## src/rtl/multi_ch_freq_div.sv

```systemverilog
// Multi-channel programmable clock divider: square, duty or one-shot waveform per channel with period tick.
// Shadow config is written through a shared port and only becomes active at a period boundary.
module multi_ch_freq_div #(
   parameter int         CH         = 4,
   parameter int         WIDTH      = 32,
   parameter int         DEF_PERIOD = 2,
   parameter int         DEF_HIGH   = 1,
   parameter logic [1:0] DEF_MODE   = 2'd0,
   localparam int        CHW        = (CH > 1) ? $clog2(CH) : 1
) (
   input  logic             clk,
   input  logic             rst,
   input  logic [CH-1:0]    ch_en,
   input  logic             wr_en,
   input  logic [CHW-1:0]   wr_ch,
   input  logic [WIDTH-1:0] wr_period,
   input  logic [WIDTH-1:0] wr_high,
   input  logic [1:0]       wr_mode,
   output logic             wr_err,
   output logic [CH-1:0]    div_out,
   output logic [CH-1:0]    tick,
   output logic [CH-1:0]    done
);

   typedef enum logic [1:0] {ST_IDLE = 2'd0, ST_RUN = 2'd1, ST_DONE = 2'd2} state_t;

   localparam logic [CHW:0]   CH_L  = (CHW+1)'(CH);
   localparam logic [WIDTH-1:0] DEF_P = WIDTH'(DEF_PERIOD);
   localparam logic [WIDTH-1:0] DEF_H = WIDTH'(DEF_HIGH);

   // ceil(P/2) as (P>>1)+P[0] so P=2^WIDTH-1 cannot overflow
   function automatic logic [WIDTH-1:0] f_heff(input logic [WIDTH-1:0] p,
                                               input logic [WIDTH-1:0] h,
                                               input logic [1:0]       m);
      if (m == 2'd0) f_heff = (p >> 1) + {{(WIDTH-1){1'b0}}, p[0]};
      else           f_heff = (h < p) ? h : p;
   endfunction

   logic w_wr_ok;
   logic r_wr_err;

   assign w_wr_ok = wr_en && (wr_period != '0) && (wr_mode != 2'd3) && ({1'b0, wr_ch} < CH_L);

   always_ff @(posedge clk or negedge rst) begin
      if (!rst) r_wr_err <= 1'b0;
      else      r_wr_err <= wr_en && !w_wr_ok;
   end

   assign wr_err = r_wr_err;

   for (genvar i = 0; i < CH; i++) begin : g_ch
      state_t           r_state, w_nxt_state;
      logic [WIDTH-1:0] r_sh_per, r_sh_high, r_act_per, r_act_high, r_cnt, w_nxt_cnt;
      logic [1:0]       r_sh_mode, r_act_mode;
      logic [WIDTH-1:0] w_sh_heff, w_act_heff;
      logic             r_div, r_tick, r_done;
      logic             w_nxt_div, w_nxt_tick, w_nxt_done, w_load, w_sel;

      assign w_sel      = w_wr_ok && ({1'b0, wr_ch} == (CHW+1)'(i));
      assign w_sh_heff  = f_heff(r_sh_per, r_sh_high, r_sh_mode);
      assign w_act_heff = f_heff(r_act_per, r_act_high, r_act_mode);

      always_comb begin
         w_nxt_state = r_state;
         w_nxt_cnt   = r_cnt;
         w_load      = 1'b0;
         w_nxt_div   = 1'b0;
         w_nxt_tick  = 1'b0;
         w_nxt_done  = 1'b0;
         if (!ch_en[i]) begin
            w_nxt_state = ST_IDLE;
            w_nxt_cnt   = '0;
         end else begin
            case (r_state)
               ST_IDLE: w_load = 1'b1;
               ST_RUN: begin
                  if (r_cnt != '0) begin
                     w_nxt_cnt = r_cnt - 1'b1;
                     w_nxt_div = (r_act_per - r_cnt) < w_act_heff;
                  end else if (r_act_mode == 2'd2) begin
                     w_nxt_state = ST_DONE;
                     w_nxt_done  = 1'b1;
                  end else begin
                     w_load = 1'b1;
                  end
               end
               ST_DONE: w_nxt_done = 1'b1;
               default: w_nxt_state = ST_IDLE;
            endcase
         end
         // start and reload share one path: the period's phase 0 comes from the shadow
         if (w_load) begin
            w_nxt_state = ST_RUN;
            w_nxt_cnt   = r_sh_per - 1'b1;
            w_nxt_tick  = 1'b1;
            w_nxt_div   = (w_sh_heff != '0);
         end
      end

      always_ff @(posedge clk or negedge rst) begin
         if (!rst) begin
            r_state    <= ST_IDLE;
            r_cnt      <= '0;
            r_div      <= 1'b0;
            r_tick     <= 1'b0;
            r_done     <= 1'b0;
            r_sh_per   <= DEF_P;
            r_sh_high  <= DEF_H;
            r_sh_mode  <= DEF_MODE;
            r_act_per  <= DEF_P;
            r_act_high <= DEF_H;
            r_act_mode <= DEF_MODE;
         end else begin
            r_state <= w_nxt_state;
            r_cnt   <= w_nxt_cnt;
            r_div   <= w_nxt_div;
            r_tick  <= w_nxt_tick;
            r_done  <= w_nxt_done;
            if (w_load) begin
               r_act_per  <= r_sh_per;
               r_act_high <= r_sh_high;
               r_act_mode <= r_sh_mode;
            end
            if (w_sel) begin
               r_sh_per  <= wr_period;
               r_sh_high <= wr_high;
               r_sh_mode <= wr_mode;
            end
         end
      end

      assign div_out[i] = r_div;
      assign tick[i]    = r_tick;
      assign done[i]    = r_done;
   end

endmodule

```

## config.mk

```make
export PLATFORM = sky130hd
export DESIGN_NAME = multi_ch_freq_div
export DESIGN_NICKNAME = d
export VERILOG_FILES = /design/src/rtl/multi_ch_freq_div.sv
export SDC_FILE = /design/constraint.sdc
export NUM_CORES = 2
export LEC_CHECK = 0
export ABC_AREA = 1
export BUFFER_PORTS_ARGS = -buffer_cell sky130_fd_sc_hd__buf_2
export CORE_MARGIN = 1.5
export CORE_UTILIZATION = 64
export DETAILED_ROUTE_END_ITERATION = 8
export PLACE_DENSITY = 0.84
export SYNTH_ARGS = -nofsm -noshare
export SYNTH_HDL_FRONTEND = slang
export SYNTH_SLANG_ARGS = --single-unit
```

## constraint.sdc

```tcl
create_clock -name clk -period 5 [get_ports clk]
set_clock_uncertainty 0.05 [all_clocks]
set_input_delay 0 -clock clk [delete_from_list [all_inputs] [get_ports clk]]
set_output_delay 0 -clock clk [all_outputs]
set_load 0.02 [all_outputs]
```

* Word-level counts from Yosys, hierarchy flattened
Cells that the tools add are included.
Word-level totals: bits in registers 677, input port bits 75, output and inout port bits 13, logic and storage cells 259
Operators by class: add/subtract/negate cells 20, order comparisons 12, equality and inequality tests 36, mux-type cells 104, reduce and logical (&&, ||, !) cells 42
Operator list (number):
- $mux W32 | 32
- $lt A32 B32 Y1 | 12
- $reduce_bool A32 Y1 | 9
- $add A31 B1 Y32 | 8
- $sub A32 B1 Y32 const B | 8
- $sub A32 B32 Y32 | 4
- $mux W1 | 44
- $mux W2 | 16
- $ne A4 B4 Y1 const B | 8
- $logic_not A2 Y1 | 13
- $ne A3 B1 Y1 const B | 8
- $eq A2 B2 Y1 const B | 10
- $pmux W1 S2 | 8
- $pmux W2 S2 | 4
- $ne A3 B2 Y1 const B | 4
- $reduce_and A3 Y1 | 4
- $eq A2 B1 Y1 const B | 5
- $reduce_and A2 Y1 | 4
- $reduce_or A2 Y1 | 4
- $logic_and A1 B1 Y1 | 7
- $ne A2 B2 Y1 const B | 1
- $logic_not A1 Y1 | 1

* Depth between registers and ports, before layout
depth after elaboration 8, mapped depth 30, gate-level depth less buffers 30

* Worst setup path before layout
Ideal clock, no wire load.
path kind register -> register, from reg g_ch[1].r_act_per[0], to reg g_ch[1].r_div, library setup time 117 ps, arrival 3613 ps, data required time 4833 ps, path slack 1220 ps, cell stages (with the launch flop) 28, buffers on the path 0, clock period less this slack 3780 ps, path through dfrtp_1 -> inv_1 -> ha_1 -> inv_1 -> fa_1 -> nand3_1 -> nand2_1 -> nand2_1 -> o211ai_1 -> a21boi_1 -> inv_1 -> nand2_1 -> nand3_1 -> a21boi_1 -> o21ai_0 -> a21boi_1 -> o21ai_0 -> xor2_1 -> ha_1 -> nand2_1 -> inv_1 -> nand3_1 -> nor4_1 -> inv_1 -> nor4_1 -> nand2_1 -> nand2_1 -> nand2_1
On the way: longest elaborated chain between the ends 8, elaborated cells between the ends (all ways) 10, those cells by class add/sub (2); order compare (2); mux (6)
RTL lines:
- start: declaration | RTL line 53 | logic [WIDTH-1:0] r_sh_per, r_sh_high, r_act_per, r_act_high, r_cnt, w_nxt_cnt;
- start signal: assignment | RTL line 120 | r_act_per <= r_sh_per;
- $lt A32 B32 Y1 | RTL line 36 | else f_heff = (h < p) ? h : p;
- $mux W32 | RTL line 36
- $mux W32 | RTL line 35 | if (m == 2'd0) f_heff = (p >> 1) + {{(WIDTH-1){1'b0}}, p[0]};
- $lt A32 B32 Y1 * | RTL line 79 | w_nxt_div = (r_act_per - r_cnt) < w_act_heff;
- $mux W1 * | RTL line 77 | if (r_cnt != '0) begin
- $mux W1 * | RTL line 74 | case (r_state)
- $mux W1 * | RTL line 70 | if (!ch_en[i]) begin
- $mux W1 * | RTL line 92 | if (w_load) begin
- via g_ch[1].w_nxt_div | RTL line 57 | logic w_nxt_div, w_nxt_tick, w_nxt_done, w_load, w_sel;
- end signal: assignment | RTL line 116 | r_div <= w_nxt_div;
- end: declaration | RTL line 56 | logic r_div, r_tick, r_done;
The timed path passes the listed nets; every way through them passes the cells marked *. A chain may end at the register's enable or synchronous reset.

* Worst setup path in the final report
from reg g_ch[3].r_act_per[1], to reg g_ch[3].r_div
On the way: longest elaborated chain between the ends 8, elaborated cells between the ends (all ways) 10, those cells by class add/sub (2); order compare (2); mux (6)
RTL lines (RTL line):
- start: declaration | 53
- start signal: assignment | 120
- $lt A32 B32 Y1 | 36
- $mux W32 | 36
- $mux W32 | 35
- $lt A32 B32 Y1 * | 79
- $mux W1 * | 77
- $mux W1 * | 74
- $mux W1 * | 70
- $mux W1 * | 92
- via g_ch[3].w_nxt_div | 57
- end signal: assignment | 116
- end: declaration | 56
Marked as above.

==> results.md <==
- Multi-input logic area: 33000 sq um
- Yosys top cell area share: 30.4%
- Register-to-Register Path Depth: 27
- Sink count of the clock tree: 677
- Required time of the critical path: 5.53 ns
- Fraction of the mapped netlist area in adder cells: 12.4%
- Wire length of the first global-routing pass: 276 mm
- Setup violation total in the final timing report: 0
- RR Startpoint: g_ch[3].r_act_per[1]$_DFFE_PN1P_
- Headroom to the max-slew limit: 16.7%
- Xor/xnor share of the synthesized area: 5.96%
- Number of distinct library cells after synthesis: 81
- Class of the most critical setup path: reg -> reg
- Type of element capturing the critical path: flip-flop
- Period minus WS final: 4.44 ns
- Combined global-route utilization of all metal layers: 40.1%
- Final weighted congestion in routability-driven placement: 1.00
- Reg-to-reg slack, setup: 0.56 ns
- Top cells by area, synth: sky130_fd_sc_hd__dfrtp_1 30%, sky130_fd_sc_hd__ha_1 12%, sky130_fd_sc_hd__nand2_1 12%, sky130_fd_sc_hd__o21ai_0 8.4%, sky130_fd_sc_hd__inv_1 6.1%
- Power consumption: 44100 uW
- Max-cap violations: 0
- Largest buffer count on any clock path: 3
- Most used DFF post-synth: sky130_fd_sc_hd__dfrtp_1
- Simple-Gate Fraction of Synth Area: 24.5%
- Count of yosys warnings during synthesis: 0
- Initial Util: 64.9%
- Vias post-DR: 54600
- Post CTS Setup Buffer Count: 0
- Top Family by Delay on Critical Path: simple AND/OR/NAND/NOR gates
- Die Height: 295 um
- Number of endpoints with negative hold slack in the final report: 0
- Layout Nets: 8189
- Slowest stage cell on the critical path: sky130_fd_sc_hd__dfstp_2
- Proportion of power drawn by the clock network: 13.8%
- Least-Margin Pin Slew: 1.25 ns
- Sequential share of power: 22.6%
- Count of state elements after synthesis: 677
- Number of global-route vias before repair: 51600
- Cell count along the critical path: 27
- Detailed Place HPWL: 131 mm
- Fraction of layout cells with a size suffix above 1: 6.19%
- Data arrival, critical path: 4.96 ns
- Sum of negative setup slack: 0 ns
- Proportion of total power due to net switching: 51.5%
- Floorplan row count: 106
- CP Max Fanout: 4
- Fraction of the yosys area taken by sequential cells: 31.1%
- Hold WC Path Type: in -> async
- Number of clock buffers inserted by TritonCTS: 76
- Number of levels the H-tree was split into: 3
- Worst vdd rail ir drop: 0.000547 V
- Bufs and invs on worst path: 4
- Initial DRC count: 6288
- Drt via density: 6.21
- Area grow syn2layout: 8.56%
- Complex-gate fraction of the synthesized area: 17.6%
- Buffers on Ports: 87
- Gate power share: 63.5%
- Most repeated library cell on the critical path: sky130_fd_sc_hd__nand2_1
- Number of antenna violations at the first check in global routing: 14
- Max stage delay on crit path: 0.59 ns
- Fmax achieved: 225 MHz
- Leakage power figure: 0.0283 uW
- Post-synthesis mux area share: 0.0184%
- Period utilization: 88.7%
- Fill count: 6673
- Later-pin clock latency in the skew report: 0.65 ns
- Routed wirelength normalized by instance count: 20.0 um
- Clock tree from TritonCTS: built
- Fraction of registers with async set/reset: 100%
- Capturing point of the worst reg2reg path: g_ch[3].r_div$_DFF_PN0_
- Clock slew seen by the registers of the worst setup and hold paths: 0.06 ns
- Pin count of the biggest net entering global routing: 148
- Die extent in x: 295 um
- Result of the run: finished, final reports clean
- DRC violations left: 0
- Total die area: 86900 sq um
- Reg area: 17000 sq um
- Largest family of logic cells by synthesized area: simple AND/OR/NAND/NOR gates
- Post-Syn Area: 54500 sq um
- Pwr Density: 746 nW/um^2
- Count of boundary I/O pins: 88
- Setup repair after global routing missed its margin: no
- Net Count, Synth: 8178
- Mean cell area of the mapped netlist: 7.20 sq um
- Pins Over Slew Limit: 0
- Area of the core region: 84000 sq um
- Pre-Repair DR Iteration Count: 8
- Switching power total: 22700 uW
- Post-Syn Instances: 7567
- Routed wire length: 176 mm
- Top cells by count, synth: 1732 x sky130_fd_sc_hd__nand2_1, 912 x sky130_fd_sc_hd__o21ai_0, 882 x sky130_fd_sc_hd__inv_1
- Largest area contributor in the netlist: sky130_fd_sc_hd__dfrtp_1
- Count of flip-flops with a built-in enable after synthesis: 0
- Category of the worst setup path launch point: flip-flop
- Remaining Overflow, GRT: 0
- Internal power summed over all cells: 21400 uW
- Dominant cell by count in the synthesized netlist: sky130_fd_sc_hd__nand2_1
- Antenna viol nets, final: 0
- CTS root buffer: sky130_fd_sc_hd__clkbuf_16
kinds of logic (layout without fill, tap and decap cells):
kind of cell             after synthesis  after routing
multiplexers                           1              1
AO/OA/AOI/OAI                       1734           1734
flip-flops                           677            677
AND/OR/NAND/NOR                     3065           3065
adder cells (fa/ha/maj)              536            536
XOR/XNOR                             371            371
buffers and inverters               1183           1257
other                                  0             22
state kept, by name, indices dropped and copies added (netlist names), 8 cells and up:
signal / flops
g_ch.r_act_high: 128
g_ch.r_act_per: 128
g_ch.r_sh_mode: 8
g_ch.r_act_mode: 8
g_ch.r_state: 8
g_ch.r_cnt: 128
g_ch.r_sh_per: 128
g_ch.r_sh_high: 128
cell type report:
cell class,instances,area share (%)
Timing Repair Buffer,205,2.68
Antenna cell,22,0.0931
Clock buffer,103,3.70
Sequential cell,677,28.7
Clock inverter,38,0.844
Tap cell,1134,2.40
Multi-Input combinational cell,5707,55.8
Inverter,911,5.78
metal layers:
layer	share of wire, %	global-route usage [%]	routed length (um)	vias up
met3	11	9.45	18700	780
met2	45	63.3	78500	2976
met5	0.054	0.284	94	-
met1	38	50.1	66600	25500
met4	6.7	23.4	11700	14
li1	-	-	-	25400
power groups by stage:
stage / combinational, uW / clock, uW / sequential (uW)
global route: 31800 / 6320 / 10100
CTS: 27600 / 6090 / 9840
finish: 28000 / 6100 / 9980
detailed placement: 27200 / 0 / 9910
floorplan: 21200 / 0 / 8750
global placement: 26200 / 0 / 9840
metrics by stage:
| stage | hold WS [ns] | instance area, sq um | setup slack (ns) | utilization, % | cells |
|---|---|---|---|---|---|
| 6_report | 0.0304 | 59200 | 0.565 | 70.5 | 8797 |
| 5_1_grt | 0.0234 | 59100 | 0.0801 | 70.4 | 8779 |
| 4_1_cts | 0.00897 | 59100 | 0.594 | 70.4 | 8775 |
| 3_5_place_dp | 0.0129 | 55600 | 0.612 | 66.3 | 8560 |
| 3_3_place_gp | 0.00454 | 55600 | 0.586 | 66.3 | 8560 |
| 2_1_floorplan | -0.346 | 54500 | 1.22 | - | 7567 |
worst max path at each step:
| stage | startpoint | endpoint | slack (ns) |
|---|---|---|---|
| 2_1_floorplan | g_ch[1].r_act_per[0]$_DFFE_PN0P_ | g_ch[1].r_div$_DFF_PN0_ | 1.22 |
| 3_3_place_gp | g_ch[1].r_act_per[0]$_DFFE_PN0P_ | g_ch[1].r_div$_DFF_PN0_ | 0.59 |
| 3_5_place_dp | g_ch[1].r_act_per[0]$_DFFE_PN0P_ | g_ch[1].r_div$_DFF_PN0_ | 0.61 |
| 4_1_cts | g_ch[1].r_act_per[0]$_DFFE_PN0P_ | g_ch[1].r_div$_DFF_PN0_ | 0.59 |
| 5_1_grt | g_ch[1].r_act_per[0]$_DFFE_PN0P_ | g_ch[1].r_div$_DFF_PN0_ | 0.08 |
| 6_report | g_ch[3].r_act_per[1]$_DFFE_PN1P_ | g_ch[3].r_div$_DFF_PN0_ | 0.56 |
cell usage in the layout (no fill, tap or decap), types with 21 or more instances in the layout:
cell type / synthesis / final
sky130_fd_sc_hd__nand2_1: 1732 / 1730
sky130_fd_sc_hd__o21ai_0: 912 / 912
sky130_fd_sc_hd__inv_1: 882 / 882
sky130_fd_sc_hd__dfrtp_1: 661 / 661
sky130_fd_sc_hd__nor2_1: 578 / 573
sky130_fd_sc_hd__ha_1: 532 / 532
sky130_fd_sc_hd__a21oi_1: 442 / 442
sky130_fd_sc_hd__xor2_1: 325 / 325
sky130_fd_sc_hd__nand3_1: 234 / 231
sky130_fd_sc_hd__nand4_1: 143 / 143
sky130_fd_sc_hd__nor3_1: 136 / 135
sky130_fd_sc_hd__buf_2: 48 / 86
sky130_fd_sc_hd__clkbuf_16: 0 / 78
sky130_fd_sc_hd__nor4_1: 76 / 75
sky130_fd_sc_hd__dlygate4sd3_1: 0 / 73
sky130_fd_sc_hd__a31oi_1: 60 / 60
sky130_fd_sc_hd__nor2_2: 51 / 54
sky130_fd_sc_hd__xnor2_1: 46 / 46
sky130_fd_sc_hd__o21ai_1: 43 / 43
sky130_fd_sc_hd__o211ai_1: 42 / 42
sky130_fd_sc_hd__buf_4: 17 / 40
sky130_fd_sc_hd__a211oi_1: 31 / 31
sky130_fd_sc_hd__o21a_1: 30 / 30
sky130_fd_sc_hd__nor3_2: 24 / 25
sky130_fd_sc_hd__diode_2: 0 / 22
sky130_fd_sc_hd__a22oi_1: 21 / 21
what timing repair did:
action                                  in CTS  in global routing
gates resized for setup                      0                  1
endpoints found under the setup margin       0                  1
hold buffers                                74                  0
hold endpoints to repair                   452                  0
(Power assumes the default switching activity.)
